**src/rtl/alu_sequencer.sv**
```systemverilog
// Multi-cycle controller that sits between the control unit and the 32-bit ALU.
// It latches the operands, waits a latency that depends on the opcode, then captures the 64-bit result.
module alu_sequencer #(
  parameter int unsigned LAT_SIMPLE = 1,
  parameter int unsigned LAT_MUL    = 4,
  parameter int unsigned LAT_DIV    = 8
) (
  input  logic        clk,
  input  logic        clr,
  input  logic        start,
  input  logic [4:0]  op_code,
  input  logic [31:0] in_A,
  input  logic [31:0] in_B,
  output logic [31:0] alu_A,
  output logic [31:0] alu_B,
  output logic [4:0]  alu_op,
  input  logic [63:0] alu_out,
  output logic        busy,
  output logic        done,
  output logic [31:0] z_lo,
  output logic [31:0] z_hi,
  output logic        illegal_op,
  output logic        div_zero
);

  typedef enum logic [1:0] {
    IDLE = 2'd0,
    EXEC = 2'd1,
    DONE = 2'd2
  } state_t;

  localparam logic [4:0] OP_MUL = 5'd12;
  localparam logic [4:0] OP_DIV = 5'd13;

  // Counter preload is latency-1: the capture happens on the edge where cnt is already zero.
  localparam logic [7:0] CNT_SIMPLE = 8'(LAT_SIMPLE - 1);
  localparam logic [7:0] CNT_MUL    = 8'(LAT_MUL - 1);
  localparam logic [7:0] CNT_DIV    = 8'(LAT_DIV - 1);

  state_t     state;
  logic [7:0] cnt;
  logic [7:0] cnt_load;
  logic       op_bad;
  logic       op_divz;

  always_comb begin
    cnt_load = CNT_SIMPLE;
    if (op_code == OP_MUL) cnt_load = CNT_MUL;
    else if (op_code == OP_DIV) cnt_load = CNT_DIV;
  end

  assign op_bad  = (op_code == 5'd0) || (op_code > OP_DIV);
  assign op_divz = (op_code == OP_DIV) && (in_B == 32'd0);

  // Single state machine; busy and done are registered alongside the state they decode.
  always_ff @(posedge clk or posedge clr) begin
    if (clr) begin
      state      <= IDLE;
      cnt        <= 8'd0;
      alu_A      <= 32'd0;
      alu_B      <= 32'd0;
      alu_op     <= 5'd0;
      busy       <= 1'b0;
      done       <= 1'b0;
      z_lo       <= 32'd0;
      z_hi       <= 32'd0;
      illegal_op <= 1'b0;
      div_zero   <= 1'b0;
    end else begin
      case (state)
        IDLE: begin
          busy   <= 1'b0;
          done   <= 1'b0;
          alu_op <= 5'd0;
          if (start) begin
            // Rejected requests skip EXEC entirely and leave operands and Z untouched.
            if (op_bad) begin
              illegal_op <= 1'b1;
              div_zero   <= 1'b0;
              busy       <= 1'b1;
              done       <= 1'b1;
              state      <= DONE;
            end else if (op_divz) begin
              illegal_op <= 1'b0;
              div_zero   <= 1'b1;
              busy       <= 1'b1;
              done       <= 1'b1;
              state      <= DONE;
            end else begin
              alu_A      <= in_A;
              alu_B      <= in_B;
              alu_op     <= op_code;
              illegal_op <= 1'b0;
              div_zero   <= 1'b0;
              cnt        <= cnt_load;
              busy       <= 1'b1;
              state      <= EXEC;
            end
          end
        end
        EXEC: begin
          busy <= 1'b1;
          if (cnt != 8'd0) begin
            cnt <= cnt - 8'd1;
          end else begin
            z_hi   <= alu_out[63:32];
            z_lo   <= alu_out[31:0];
            alu_op <= 5'd0;
            done   <= 1'b1;
            state  <= DONE;
          end
        end
        DONE: begin
          busy  <= 1'b0;
          done  <= 1'b0;
          state <= IDLE;
        end
        default: begin
          busy   <= 1'b0;
          done   <= 1'b0;
          alu_op <= 5'd0;
          state  <= IDLE;
        end
      endcase
    end
  end

endmodule

```
**config.mk**
```make
export PLATFORM = sky130hd
export DESIGN_NAME = alu_sequencer
export DESIGN_NICKNAME = d
export VERILOG_FILES = /design/src/rtl/alu_sequencer.sv
export SDC_FILE = /design/constraint.sdc
export NUM_CORES = 1
export LEC_CHECK = 0
export BUFFER_PORTS_ARGS = -buffer_cell sky130_fd_sc_hd__buf_4
export CAP_MARGIN = 40
export CORE_ASPECT_RATIO = 1.4
export CORE_MARGIN = 4
export CORE_UTILIZATION = 50
export CTS_CLUSTER_DIAMETER = 30
export DETAILED_ROUTE_END_ITERATION = 8
export GPL_ROUTABILITY_DRIVEN = 0
export PLACE_DENSITY = 0.86
export SLEW_MARGIN = 20
export SYNTH_ARGS = -nofsm -noshare
export SYNTH_HDL_FRONTEND = slang
export SYNTH_SLANG_ARGS = --single-unit
```
**constraint.sdc**
```tcl
create_clock -name clk -period 8.6 [get_ports clk]
set_input_delay 1.29 -clock clk [delete_from_list [all_inputs] [get_ports clk]]
set_output_delay 1.29 -clock clk [all_outputs]
set_load 0.03 [all_outputs]
```
# Word-level counts from Yosys, hierarchy flattened
# Index checks and enable logic that the tools add are counted.
dict set report word_totals {
  ff_bits 147
  latch_bits 0
  mem_bits_rw 0
  romBits 0
  output_inout_bits 137
  wordCells 65
  mem_count 0
}
dict set report op_classes {
  n_addsub 1
  mul 0
  div_mod_pow 0
  magnitude_cmp 1
  eq_ne 9
  shift 0
  n_mux 26
  bitwise 4
  n_reduce_logical 13
}
# op n
set op_table {}
lappend op_table {{zero test 32 bit} 1}
lappend op_table {{2-to-1 mux 8 bit} 4}
lappend op_table {{2-to-1 mux 5 bit} 4}
lappend op_table {{one-hot mux 8 bit (2 select lines)} 1}
lappend op_table {{one-hot mux 5 bit (3 select lines)} 1}
lappend op_table {{equality test 5 x 4 -> 1 bit (second input constant)} 2}
lappend op_table {{inequality test 2 bit (second input constant)} 5}
lappend op_table {{2-to-1 mux 2 bit} 4}
lappend op_table {{AND reduction 2 bit} 4}
lappend op_table {{nonzero test 8 bit} 1}
lappend op_table {{subtractor 8 x 1 -> 8 bit (second input constant)} 1}
lappend op_table {{2-to-1 mux 1 bit} 7}
lappend op_table {{2-to-1 mux 3 bit} 2}
lappend op_table {{> comparator 5 x 4 -> 1 bit (second input constant)} 1}
lappend op_table {{zero test 5 bit} 1}
lappend op_table {{AND reduction 5 bit} 1}
lappend op_table {{inverter 1 bit} 4}
lappend op_table {{one-hot mux 1 bit (2 select lines)} 2}
lappend op_table {{one-hot mux 2 bit (2 select lines)} 1}
lappend op_table {{AND reduction 4 bit} 1}
lappend op_table {{equality test 2 x 1 -> 1 bit (second input constant)} 1}
lappend op_table {{equality test 2 bit (second input constant)} 1}
lappend op_table {{zero test 2 bit} 1}
lappend op_table {{nonzero test 2 bit} 1}
lappend op_table {{2 further kinds} 2}

# Longest topological paths before layout
dict set report depth {
  depth_word 7
  ltp_mapped 8
  depth_no_buf 8
}

# Worst setup path after synthesis
# OpenSTA, ideal clock, no wires.
dict set report synth_timing {
  path_type {input to register}
  start {input port op_code[4]}
  end {register alu_A[24]}
  setup_time_ns 0.125
  arrival_ns 2.835
  slack_ns 5.640
  cell_stages 8
  n_path_buf 3
  cell_sequence {and4bb_1 > nand2_1 > or3_1 > nor2b_1 > buf_6 > buf_6 > buf_8 > mux2_4}
}
dict set report synth_via {
  elab_chain_len 4
  word_cells_on_any_way 8
  cone_classes {order compare (1); eq/ne (1); bitwise (2); reduce/logical (4)}
}
# element line_no
set synth_rtl {}
lappend synth_rtl {{from (decl)} 11} ;# input logic [4:0] op_code,
lappend synth_rtl {{> comparator 5 x 4 -> 1 bit, or another cell as far along} 52} ;# assign op_bad = (op_code == 5'd0) || (op_code > OP_DIV);
lappend synth_rtl {{logical OR 1 bit / logical AND 1 bit (equally long branches)} {52, 53}}
lappend synth_rtl {{inverter 1 bit (no line)} n/a}
lappend synth_rtl {{AND reduction 4 bit (no line) (*)} n/a}
lappend synth_rtl {{to (signal assigned)} 90} ;# alu_A <= in_A;
lappend synth_rtl {{to (decl)} 14} ;# output logic [31:0] alu_A,
# Mark *: on every way between the ends. The rest lies on a longest branch, timed or not.
# A chain may end at the register's enable or synchronous reset.

# Final worst setup path
dict set report layout_timing {
  start {input port op_code[2]}
  end {register alu_B[13]}
}
dict set report layout_via {
  elab_chain_len 4
  word_cells_on_any_way 8
  cone_classes {order compare (1); eq/ne (1); bitwise (2); reduce/logical (4)}
}
# element line_no
set layout_rtl {}
lappend layout_rtl {{> comparator 5 x 4 -> 1 bit, or another cell as far along} 52}
lappend layout_rtl {{logical OR 1 bit / logical AND 1 bit (equally long branches)} {52, 53}}
lappend layout_rtl {{inverter 1 bit (no line)} n/a}
lappend layout_rtl {{AND reduction 4 bit (no line) (*)} n/a}
lappend layout_rtl {{to (signal assigned)} 91} ;# alu_B <= in_B;
lappend layout_rtl {{to (decl)} 15} ;# output logic [31:0] alu_B,
# Marks and branches as above.

==> out/results.txt <==
Status - completed
Initial DRC count - 101
Syn Std Cell Area - 5920 µm²
IO Pins - 273
Vias in the first global route - 4964
Crit-path max cell delay - 0.70 ns
Syn Area/Cell - 15.1 µm²
Main synth FF type - dfrtp_1
Setup crit end kind - flop
Final min period - 3.51 ns
Post-DP Area - 8070 µm²
Final routed DRC violation total - 0
Post-Layout Inst Area - 8660 µm²
CTS tree - done
Initial Util - 51.6%
Final Hold Vio Count - 0
Buf/Inv on CP - 2
Core Box Area - 11500 µm²
Post-Syn Nets - 529
Fin nets - 808
Tot GR Track Use - 24.8%
Core Rows - 46
Vias - 4440
Leak - 4.16 nW
Die area - 13700 µm²
Vias/cell - 5.37
Cell family with most CP delay - buffers and inverters
Clock transition at path regs - 0.06 ns
GRT overflow - 0
Simple-gate portion of the synthesized area - 5.77%
Slew Limit Headroom - 46.9%
MaxCap Viol Count - 0
Worst skew pair latency - 0.41 ns
Chip width - 99.9 µm
Most frequent cells in the layout - 275 x buf_4, 147 x dfrtp_1, 112 x mux2_2
Post-Route WL - 17000 µm
Distinct cell type count after synthesis - 35
Pwr dens - 441 nW/µm²
Clock tree sinks - 147
Ys async rst share - 100%
Crit path cell chain - buf_4 -> a311oi_1 -> nand2_1 -> nor2b_4 -> buf_4 -> mux2_2
VDD IR max - 262 µV
Post-CTS Setup Bufs - 0
Max Transition Viols Final - 0
Hold WC Path Type - reg -> reg
Slowest CP cell - buf_4
Req. time, crit path - 8.90 ns
Leading cell type in the layout, fill and taps excluded - buf_4
Post-route ant nets - 0
#FFs+latches synth - 147
Max Fclk - 285 MHz
Critical path's most frequent cell - buf_4
Die height - 137 µm
Synth warn - 0
Crit path DAT - 3.80 ns
CTS Buf Count - 17
DRT Pass-1 Iters - 5
Main combinational cell family by area after synthesis - multiplexers
Dpl hpwl - 13000 µm
ANT cells - 0
Layout cell share with drive strength beyond 1 - 64.7%
DR WL/cell - 20.6 µm
Largest net degree at the start of global routing - 67
Post-synth EDFFs - 0
Clock buffer depth - 2
Clock Root Buffer - clkbuf_16
CP max FO - 58
Gate Count Post-Synth - 391
Final setup viols - 0
Final cycle utilization of the critical path - 40.8%
RSZ-0062 raised after global routing - no
Mux share of post-synthesis cell area - 25.4%
Worst-margin pin slew - 0.797 ns
First-pass GRT wire length - 25800 µm
XOR/XNOR share of the synthesized area - 0%
Clock skew - 0.0104 ns
Sum Neg Setup Slack - 0 ns
Post-Synth Adder-Cell Area - 0.423%
Cts hold-fix bufs - 0
Area growth from synthesis to layout - 46.3%
IO buf count - 272
Setup CP Type - in -> reg
H-tree lvl count - 4
Total Power - 3.82 mW
Sequential share of the synthesized area - 62.2%
Synth Area in Compound Gates - 3.41%
Crit path launch type - input port
Cts repair resizes - 0
Initial antenna violation count - 0
[layer usage]
layer | share of wire [%] | up-vias | global-route usage (%)
met3 | 6.8 | 40 | 7.75
met4 | 3.3 | 0 | 11.3
met5 | 0 | - | 0
li1 | - | 1982 | -
met1 | 33 | 2218 | 25.7
met2 | 57 | 200 | 45.1
[tightest hold or removal path, stage by stage (launching register included)]
cell	delay, ns
dfrtp_1	0.34
nand2_1	0.04
o21ai_0	0.06
[final cells by class]
class / instances / area (µm²)
Clock inverter: 13 / 149
Clock buffer: 19 / 443
Tap cell: 144 / 180
Inverter: 8 / 35.0
Timing Repair Buffer: 276 / 2090
Multi-Input combinational cell: 220 / 2080
Fill cell: 701 / 2800
Sequential cell: 147 / 3680
[stage by stage]
step | setup WS (ns) | std cells | hold slack [ns] | utilization, %
3_5_place_dp | 4.77 | 795 | 0.472 | 70.4
3_3_place_gp | 4.94 | 794 | 0.475 | 70.2
4_1_cts | 5.12 | 827 | 0.487 | 75.6
2_1_floorplan | 3.36 | 391 | 0.472 | -
5_1_grt | 5.04 | 827 | 0.519 | 75.6
6_report | 5.09 | 827 | 0.482 | 75.6
[synthesized netlist by cell type, types with 2 or more instances]
master    count  share of area [%]
nor3_1        4               0.34
nor2_1        7               0.44
buf_6         8                1.5
nand4_1       5               0.53
nor2b_1       4               0.42
a31oi_1       2               0.21
and2_1        2               0.21
buf_2         5               0.42
mux2_2      112                 21
ha_1          2               0.42
a22o_1        4               0.59
clkbuf_1      2               0.13
a21oi_1       2               0.17
nor4_1       15                1.6
dfrtp_1     147                 62
or3_1         2               0.21
mux2_4       16                4.1
inv_1         8               0.51
o31ai_1       2               0.25
nand2_1      15               0.95
o21ai_0      13                1.1
[flip-flops by register name, indices dropped and copies added (netlist names)]
| signal | count |
|---|---|
| div_zero | 1 |
| z_hi | 32 |
| z_lo | 32 |
| busy | 1 |
| alu_A | 32 |
| state | 2 |
| alu_B | 32 |
| cnt | 8 |
| alu_op | 5 |
| illegal_op | 1 |
| done | 1 |
[cells by family (layout without fill, tap and decap cells)]
kind of cell | after synthesis | after routing
DFF | 147 | 147
buffers and inverters | 24 | 316
and+or+nand+nor | 61 | 61
AOI/OAI and AO/OA | 29 | 29
muxes | 128 | 128
adders and majority gates | 2 | 2
[power by group]
group	internal [mW]	total, mW	switching [mW]
registers	1.03	1.24	0.207
logic	0.778	1.85	1.07
clock network	0.439	0.733	0.295
[final timing paths]
kind | cells after the start | slack [ns] | end | start
max in group asynchronous | 4 | 6.56 | alu_B[24] | clr
max | 6 | 5.09 | alu_B[13] | op_code[2]
min in group asynchronous | 2 | 0.95 | z_hi[2] | clr
max reg2reg | 6 | 5.92 | alu_B[13] | state[0]
min | 2 | 0.48 | div_zero | div_zero
min reg2reg | 2 | 0.48 | div_zero | div_zero
No activity file was read; power rests on OpenSTA's default activity.
